==> src/rtl/pc_bkpt_unit.sv <==
// PC breakpoint / single-step debug unit: halts the core when a PC breakpoint
// fires after its pass count, or when a step budget runs out.
module pc_bkpt_unit #(
    parameter int PC_W  = 11,
    parameter int IDX_W = 2,
    parameter int CNT_W = 8
) (
    input  logic                  clk,
    input  logic                  reset_b,
    input  logic [PC_W-1:0]       mv_PC,
    input  logic                  lock_rq,
    input  logic [1:0]            mode,
    input  logic                  cfg_we,
    input  logic [IDX_W-1:0]      cfg_idx,
    input  logic [PC_W-1:0]       cfg_addr,
    input  logic [CNT_W-1:0]      cfg_pass,
    input  logic                  cfg_en,
    input  logic                  step_ld,
    input  logic [CNT_W-1:0]      step_cnt,
    input  logic                  halt_ack,
    input  logic                  ext_pc_reg_sel,
    output logic                  halt_rq,
    output logic [2**IDX_W-1:0]   hit_vec,
    output logic [PC_W-1:0]       halt_pc,
    output logic [1:0]            dbg_state,
    output logic [PC_W-1:0]       pc_reg_dat
);

    localparam int NBP = 2**IDX_W;

    typedef enum logic [1:0] {
        IDLE     = 2'b00,
        RUN_BP   = 2'b01,
        RUN_STEP = 2'b10,
        HALTED   = 2'b11
    } state_t;

    state_t             state, state_nxt;
    logic               halt_rq_nxt;
    logic [NBP-1:0]     hit_vec_nxt;
    logic [PC_W-1:0]    halt_pc_nxt;
    logic [CNT_W-1:0]   step_rem, step_rem_nxt;

    logic [PC_W-1:0]    bp_addr [NBP];
    logic [CNT_W-1:0]   bp_pass [NBP];
    logic [CNT_W-1:0]   hit_cnt [NBP];
    logic [NBP-1:0]     bp_en;

    logic [NBP-1:0]     wr_sel;
    logic [NBP-1:0]     qual;
    logic [NBP-1:0]     fire;
    logic               step_active;
    logic               step_done;

    // A config write to an entry overrides its match in the same cycle.
    always_comb begin
        wr_sel = '0;
        qual   = '0;
        fire   = '0;
        for (int i = 0; i < NBP; i++) begin
            wr_sel[i] = cfg_we && (cfg_idx == IDX_W'(i));
            qual[i]   = (state == RUN_BP) && (mode == 2'b01) && !lock_rq &&
                        bp_en[i] && (mv_PC == bp_addr[i]) && !wr_sel[i];
            fire[i]   = qual[i] && (hit_cnt[i] == bp_pass[i]);
        end
    end

    assign step_active = (state == RUN_STEP) && (mode == 2'b10) && !lock_rq &&
                         (step_rem != '0);
    assign step_done   = step_active && !step_ld && (step_rem == CNT_W'(1));

    always_comb begin
        state_nxt    = state;
        halt_rq_nxt  = halt_rq;
        hit_vec_nxt  = hit_vec;
        halt_pc_nxt  = halt_pc;
        step_rem_nxt = step_rem;
        if (mode == 2'b00) begin
            state_nxt    = IDLE;
            halt_rq_nxt  = 1'b0;
            hit_vec_nxt  = '0;
            step_rem_nxt = '0;
        end else if (mode == 2'b11) begin
            if (step_ld) begin
                step_rem_nxt = step_cnt;
            end
        end else begin
            if (step_ld) begin
                step_rem_nxt = step_cnt;
            end else if (step_active) begin
                step_rem_nxt = step_rem - CNT_W'(1);
            end
            case (state)
                IDLE: begin
                    state_nxt = (mode == 2'b01) ? RUN_BP : RUN_STEP;
                end
                RUN_BP: begin
                    if (|fire) begin
                        state_nxt   = HALTED;
                        halt_rq_nxt = 1'b1;
                        halt_pc_nxt = mv_PC;
                        hit_vec_nxt = fire;
                    end else if (mode == 2'b10) begin
                        state_nxt = RUN_STEP;
                    end
                end
                RUN_STEP: begin
                    if (step_done) begin
                        state_nxt   = HALTED;
                        halt_rq_nxt = 1'b1;
                        halt_pc_nxt = mv_PC;
                        hit_vec_nxt = '0;
                    end else if (mode == 2'b01) begin
                        state_nxt = RUN_BP;
                    end
                end
                HALTED: begin
                    if (halt_ack) begin
                        state_nxt   = (mode == 2'b01) ? RUN_BP : RUN_STEP;
                        halt_rq_nxt = 1'b0;
                        hit_vec_nxt = '0;
                    end
                end
                default: state_nxt = IDLE;
            endcase
        end
    end

    always_ff @(posedge clk or negedge reset_b) begin
        if (!reset_b) begin
            state    <= IDLE;
            halt_rq  <= 1'b0;
            hit_vec  <= '0;
            halt_pc  <= '0;
            step_rem <= '0;
        end else begin
            state    <= state_nxt;
            halt_rq  <= halt_rq_nxt;
            hit_vec  <= hit_vec_nxt;
            halt_pc  <= halt_pc_nxt;
            step_rem <= step_rem_nxt;
        end
    end

    // Entry table; hit counts restart whenever an entry is rewritten or fires.
    always_ff @(posedge clk or negedge reset_b) begin
        if (!reset_b) begin
            bp_en <= '0;
            for (int i = 0; i < NBP; i++) begin
                bp_addr[i] <= '0;
                bp_pass[i] <= '0;
                hit_cnt[i] <= '0;
            end
        end else begin
            for (int i = 0; i < NBP; i++) begin
                if (wr_sel[i]) begin
                    bp_addr[i] <= cfg_addr;
                    bp_pass[i] <= cfg_pass;
                    bp_en[i]   <= cfg_en;
                    hit_cnt[i] <= '0;
                end else if (mode == 2'b00) begin
                    hit_cnt[i] <= '0;
                end else if (qual[i]) begin
                    hit_cnt[i] <= fire[i] ? '0 : hit_cnt[i] + CNT_W'(1);
                end
            end
        end
    end

    assign dbg_state  = state;
    assign pc_reg_dat = ext_pc_reg_sel ? (halt_rq ? halt_pc : mv_PC) : '0;

endmodule

==> config.mk <==
export PLATFORM = sky130hd
export DESIGN_NAME = pc_bkpt_unit
export DESIGN_NICKNAME = d
export VERILOG_FILES = /design/src/rtl/pc_bkpt_unit.sv
export SDC_FILE = /design/constraint.sdc
export NUM_CORES = 1
export LEC_CHECK = 0
export CORE_ASPECT_RATIO = 0.5
export CORE_MARGIN = 4
export CORE_UTILIZATION = 55
export DETAILED_ROUTE_END_ITERATION = 7
export PLACE_DENSITY = 0.78
export SLEW_MARGIN = 25
export SYNTH_ARGS = -nofsm -noshare
export SYNTH_HDL_FRONTEND = slang
export SYNTH_SLANG_ARGS = --single-unit
==> constraint.sdc <==
create_clock -name clk -period 3.1 [get_ports clk]
set_input_delay 0.465 -clock clk [delete_from_list [all_inputs] [get_ports clk]]
set_output_delay 0.465 -clock clk [all_outputs]
set_load 0.005 [all_outputs]
# Yosys cells after proc, flatten, opt, wreduce, memory -nomap -nowiden
# Cells that the tools add are included.
totals:
  reg_bits: 138
classes:
  n_eq_ne: 27
  mux: 47
  add_sub_neg: 5
  reduce_logical: 49
  n_bitwise: 2
ops:
  columns: ["op", "n"]
  rows:
  - ["2-to-1 mux 8 bit", 21]
  - ["== test 11 bit", 4]
  - ["2-to-1 mux 11 bit", 4]
  - ["adder 8 x 1 -> 8 bit (second input constant)", 4]
  - ["== test 8 bit", 4]
  - ["logical AND 1 bit", 27]
  - ["case mux 11 bit (2 select lines)", 1]
  - ["2-to-1 mux 4 bit", 5]
  - ["2-to-1 mux 2 bit", 8]
  - ["nonzero test 3 bit", 5]
  - ["== test 2 bit (second input constant)", 6]
  - ["case mux 4 bit (3 select lines)", 1]
  - ["AND reduction 5 bit", 2]
  - ["== test 8 x 1 -> 1 bit (second input constant)", 1]
  - ["case mux 2 bit (4 select lines)", 1]
  - ["nonzero test 8 bit", 1]
  - ["subtractor 8 x 1 -> 8 bit (second input constant)", 1]
  - ["== test 2 x 1 -> 1 bit (second input constant)", 3]
  - ["logical NOT 1 bit", 6]
  - ["logical NOT 2 bit", 3]
  - ["inequality test 3 x 2 -> 1 bit (second input constant)", 2]
  - ["2-to-1 mux 1 bit", 5]
  - ["inequality test 2 x 1 -> 1 bit (second input constant)", 2]
  - ["inequality test 4 x 1 -> 1 bit (second input constant)", 1]
  - ["11 further kinds", 12]

# Depth between registers and ports, before layout
depth:
  word_depth: 12
  mapped_depth: 10
  depth_no_buf: 9

# Worst setup path before layout
# Ideal clock, no wire load.
synth_timing:
  path_kind: "in2reg"
  startpoint: "input port mode[1]"
  endpoint: "register halt_pc[10]"
  path_slack_ns: 0.347
  path_stages: 10
  arrival_ns: 2.628
  t_required_ns: 2.975
  path_cell_list: "inv_1 > ha_1 > and3b_1 > nand4_1 > or4_4 > o32ai_2 > nor4b_1 > or3_4 > buf_6 > mux2_4"
synth_between:
  elab_chain_cells: 10
  elab_cells_between_ends: 33
synth_lines:
  columns: ["element", "line", "source"]
  rows:
  - ["start, declared", "12", "input logic [1:0] mode,"]
  - ["== test 2 x 1 -> 1 bit", "62", "qual[i] = (state == RUN_BP) && (mode == 2'b01) && !lock_rq &&"]
  - ["logical AND 1 bit (3 in series)", "62", null]
  - ["logical AND 1 bit (2 in series)", "63", "bp_en[i] && (mv_PC == bp_addr[i]) && !wr_sel[i];"]
  - ["logical AND 1 bit", "64", "fire[i] = qual[i] && (hit_cnt[i] == bp_pass[i]);"]
  - ["OR reduction 4 bit", "98", "if (|fire) begin"]
  - ["inequality test 2 x 1 -> 1 bit (no line)", null, null]
  - ["AND reduction 5 bit (no line) *", null, null]
  - ["end signal, assigned", "140", "halt_pc <= halt_pc_nxt;"]
  - ["end, declared", "24", "output logic [PC_W-1:0] halt_pc,"]
# Every way passes the cells marked *; elsewhere a longest branch is shown, timed or not.
# A chain may end at the register's enable or synchronous reset.

# Worst setup path after layout
layout_timing:
  startpoint: "register state[0] (netlist: dbg_state[0])"
  endpoint: "register halt_pc[5]"
layout_between:
  elab_chain_cells: 10
  elab_cells_between_ends: 31
layout_lines:
  columns: ["element", "line", "source"]
  rows:
  - ["start, declared", "38", "state_t state, state_nxt;"]
  - ["start signal, assigned", "137", "state <= state_nxt;"]
  - ["== test 2 x 1 -> 1 bit", "62, 93", null]
  - ["logical AND 1 bit (3 in series)", "62", null]
  - ["logical AND 1 bit (2 in series)", "63", null]
  - ["logical AND 1 bit", "64", null]
  - ["OR reduction 4 bit", "98", null]
  - ["inequality test 2 x 1 -> 1 bit (no line)", null, null]
  - ["AND reduction 5 bit (no line)", null, null]
# Parallel ways exist; a longest one is shown, timed or not.

==> impl_metrics.tcl <==
set metrics [dict create \
    status "finished clean" \
    synth-main-ff-cell "dfrtp_1" \
    arrival_ns 3.26 \
    wl_per_cell_um 17.8 \
    tightest_slew_ns 0.735 \
    grt_setup_unrepaired "false" \
    post_cts_buffers 0 \
    cpPeakStageDelay_ns 0.50 \
    drive_above_1_share_pct 15.1 \
    final_common_cell "nand2_1" \
    cts-root-buf "clkbuf_16" \
    yosys_register_bits 138 \
    instances_no_fill 1097 \
    finalHoldViolCount 0 \
    dp_hpwl_um 13500 \
    setup.reg_to_reg.worst_slack_ns 0.14 \
    yosysSeqAreaShare_pct 46.7 \
    max_freq_ghz 0.338 \
    drt-total-wl_um 19500 \
    n_antenna_cell 0 \
    combPwrFrac_pct 26.4 \
    synthArstFlopShare_pct 100 \
    start_util_pct 57.2 \
    fin_crit_ns 2.96 \
    place.gp.congestion 0.913 \
    vias_per_cell 5.68 \
    num-fill-cells 931 \
    regToRegEndpoint "halt_pc[5]" \
    multi_input_area_mm2 0.00374 \
    first_iter_violations 509 \
    die_y_um 90.0 \
    drtPass1Iterations 5 \
    cts_buffer_depth 2 \
    p_switching_mw 1.86 \
    power_mw 6.16 \
    area.growth.synth_to_final_pct 25.8 \
    synth_edf_count 0 \
    grt_pass1_wl_um 32000 \
    netlist_area_mm2 0.00739 \
    setup_violations 0 \
    ant_nets 0 \
    crit_type "register to register" \
    seq_area_mm2 0.00345 \
    track_usage_pct 25.9 \
    core_mm2 0.0129 \
    slew-limit-headroom_pct 50.6 \
    clock_sinks 138 \
    final_cell_mix "nand2_1, dfrtp_1, clkdlybuf4s50_1" \
    yosys_warnings 0 \
    ys_types 57 \
    crit_family "simple AND/OR/NAND/NOR gates" \
    finalClockSkew_ns 0.00997 \
    dieArea_mm2 0.0155 \
    drv_cap 0 \
    rows 29 \
    grt_overflow 0 \
    power_frac_seq_pct 38.8 \
    synth_top_area_share_pct 46.7 \
    p_int_mw 4.30 \
    clk_pin_slew_ns 0.06 \
    cts_tree "yes" \
    crit_cells 8 \
    num_vias 6226 \
    slowest_stage "or3_4" \
    htree_num_levels 4 \
    worst-path-buf-inv 0 \
    io_pins 79 \
    r2r-start "dbg_state[0]" \
    fp.dieW_um 172 \
    clk_latency_ns 0.42 \
    end_kind "register" \
    syn_area_per_cell_um2 9.30 \
    leakage_nw 4.38 \
    path_cells "ha_1 > and3b_1 > nand4_1 > or4_4 > o32ai_2 > nor4b_1 > or3_4 > mux2_4" \
    dp_cells 1065 \
    cts_hold_buffers 0 \
    clkPwrFrac_pct 34.9 \
    drcViolationCount 0 \
    crit_fanout 11 \
    synthTopCellsByArea "dfrtp_1, nand2_1, xnor2_1" \
    startpoint "dbg_state[0]" \
    yosysTopAreaCell "dfrtp_1" \
    pwr_density_cell_mw_per_mm2 662 \
    synth_fp_nets 859 \
    fin_nets 978 \
    ctsResizeCount 0 \
    grt_pass1_vias 6346 \
    io_buffers 78 \
    synthCells 795 \
    period_share_pct 95.4 \
    grt_max_degree 61 \
    crit_path_end "halt_pc[5]" \
    swShare_pct 30.1 \
    cp_data_required_time_ns 3.41 \
    worst-r2r-cell-count 8 \
    grt_antenna_before_repair 0 \
    worstHoldPathType "input port to async pin" \
    ir_worst_vdd_mv 0.470 \
    cts-buffers-inserted 17 \
    drv_slew 0 \
    critPathLaunchType "register" \
]
[logic make-up after synthesis]
group / count (synthesis) / share of synthesized area, %
flops: 138 / 46.7
xor+xnor: 85 / 10.1
mux: 45 / 7.18
simple gates: 379 / 24.1
fa+ha+maj: 14 / 2.37
buf+inv: 51 / 2.88
compound gates: 83 / 6.72
[worst min path at each step]
| stage | start | to | cells after the start |
|---|---|---|---|
| after floorplan | reset_b | bp_addr[0] | 0 |
| after global placement | reset_b | halt_pc[9] | 1 |
| after detailed placement | bp_en[1] | bp_en[1] | 2 |
| after CTS | reset_b | halt_pc[7] | 1 |
| after global routing | reset_b | halt_pc[7] | 1 |
| final | reset_b | halt_pc[7] | 1 |
[final cells by class]
type | count | area share [%]
tap | 170 | 2.29
clock buffer | 18 | 4.61
clock inverter | 14 | 1.99
timing repair buffer | 136 | 13.2
inverter | 15 | 0.605
multi-input combinational | 606 | 40.2
sequential | 138 | 37.1
[flip-flops by register name, summed over array words and instances, names as in the netlist]
register,count
bp_addr,44
bp_pass,32
hit_cnt,32
halt_pc,11
step_rem,8
bp_en,4
hit_vec,4
dbg_state,2
halt_rq,1
[through the flow]
stage	setup WS, ns	hold slack [ns]	utilization, %	setup TNS [ns]	cell area [µm²]
after floorplan	0.347	0.169	-	0	7390
after global placement	-0.188	0.469	67.2	-2.73	8680
after detailed placement	-0.232	0.467	67.2	-3.49	8680
after CTS	0.147	0.0428	72.0	0	9300
after global routing	0.0369	0.0531	72.0	0	9300
final	0.142	0.0165	72.0	0	9300
[routing by layer]
metal	track usage (%)	vias to the layer above	routed length [µm]
met3	5.04	45	1110
met1	35.3	3046	8550
met2	42.0	219	9440
li1	-	2916	-
met5	0	-	0
met4	8.37	0	403
[cells in the mapped netlist (2+ instances only)]
cell type,instances
nor2_1,25
mux2_2,24
nor2b_1,13
or3b_2,5
nor4_1,15
ha_1,14
nand3b_1,2
xnor2_1,47
nor3_1,15
or4_1,3
o21ai_0,50
a22oi_1,3
o31ai_1,5
a32o_1,2
or3_1,2
nand2b_1,4
nor3b_1,4
nand4_1,13
and2_1,6
nand3_1,23
or2_2,2
inv_1,14
or3b_1,3
mux2i_1,11
clkbuf_1,21
xor2_1,38
mux2_4,10
buf_1,3
buf_2,11
a21oi_1,11
dfrtp_1,138
nand2_1,219
and3_1,15
[power by group through the flow]
stage          sequential [mW]  combinational, mW  clock [mW]
5_1_grt                   2.42               1.78        2.25
3_3_place_gp              2.39               1.55           0
2_1_floorplan             2.31              0.987           0
4_1_cts                   2.38               1.62        2.16
3_5_place_dp              2.40               1.60           0
6_report                  2.39               1.62        2.15
(Power assumes the default switching activity.)
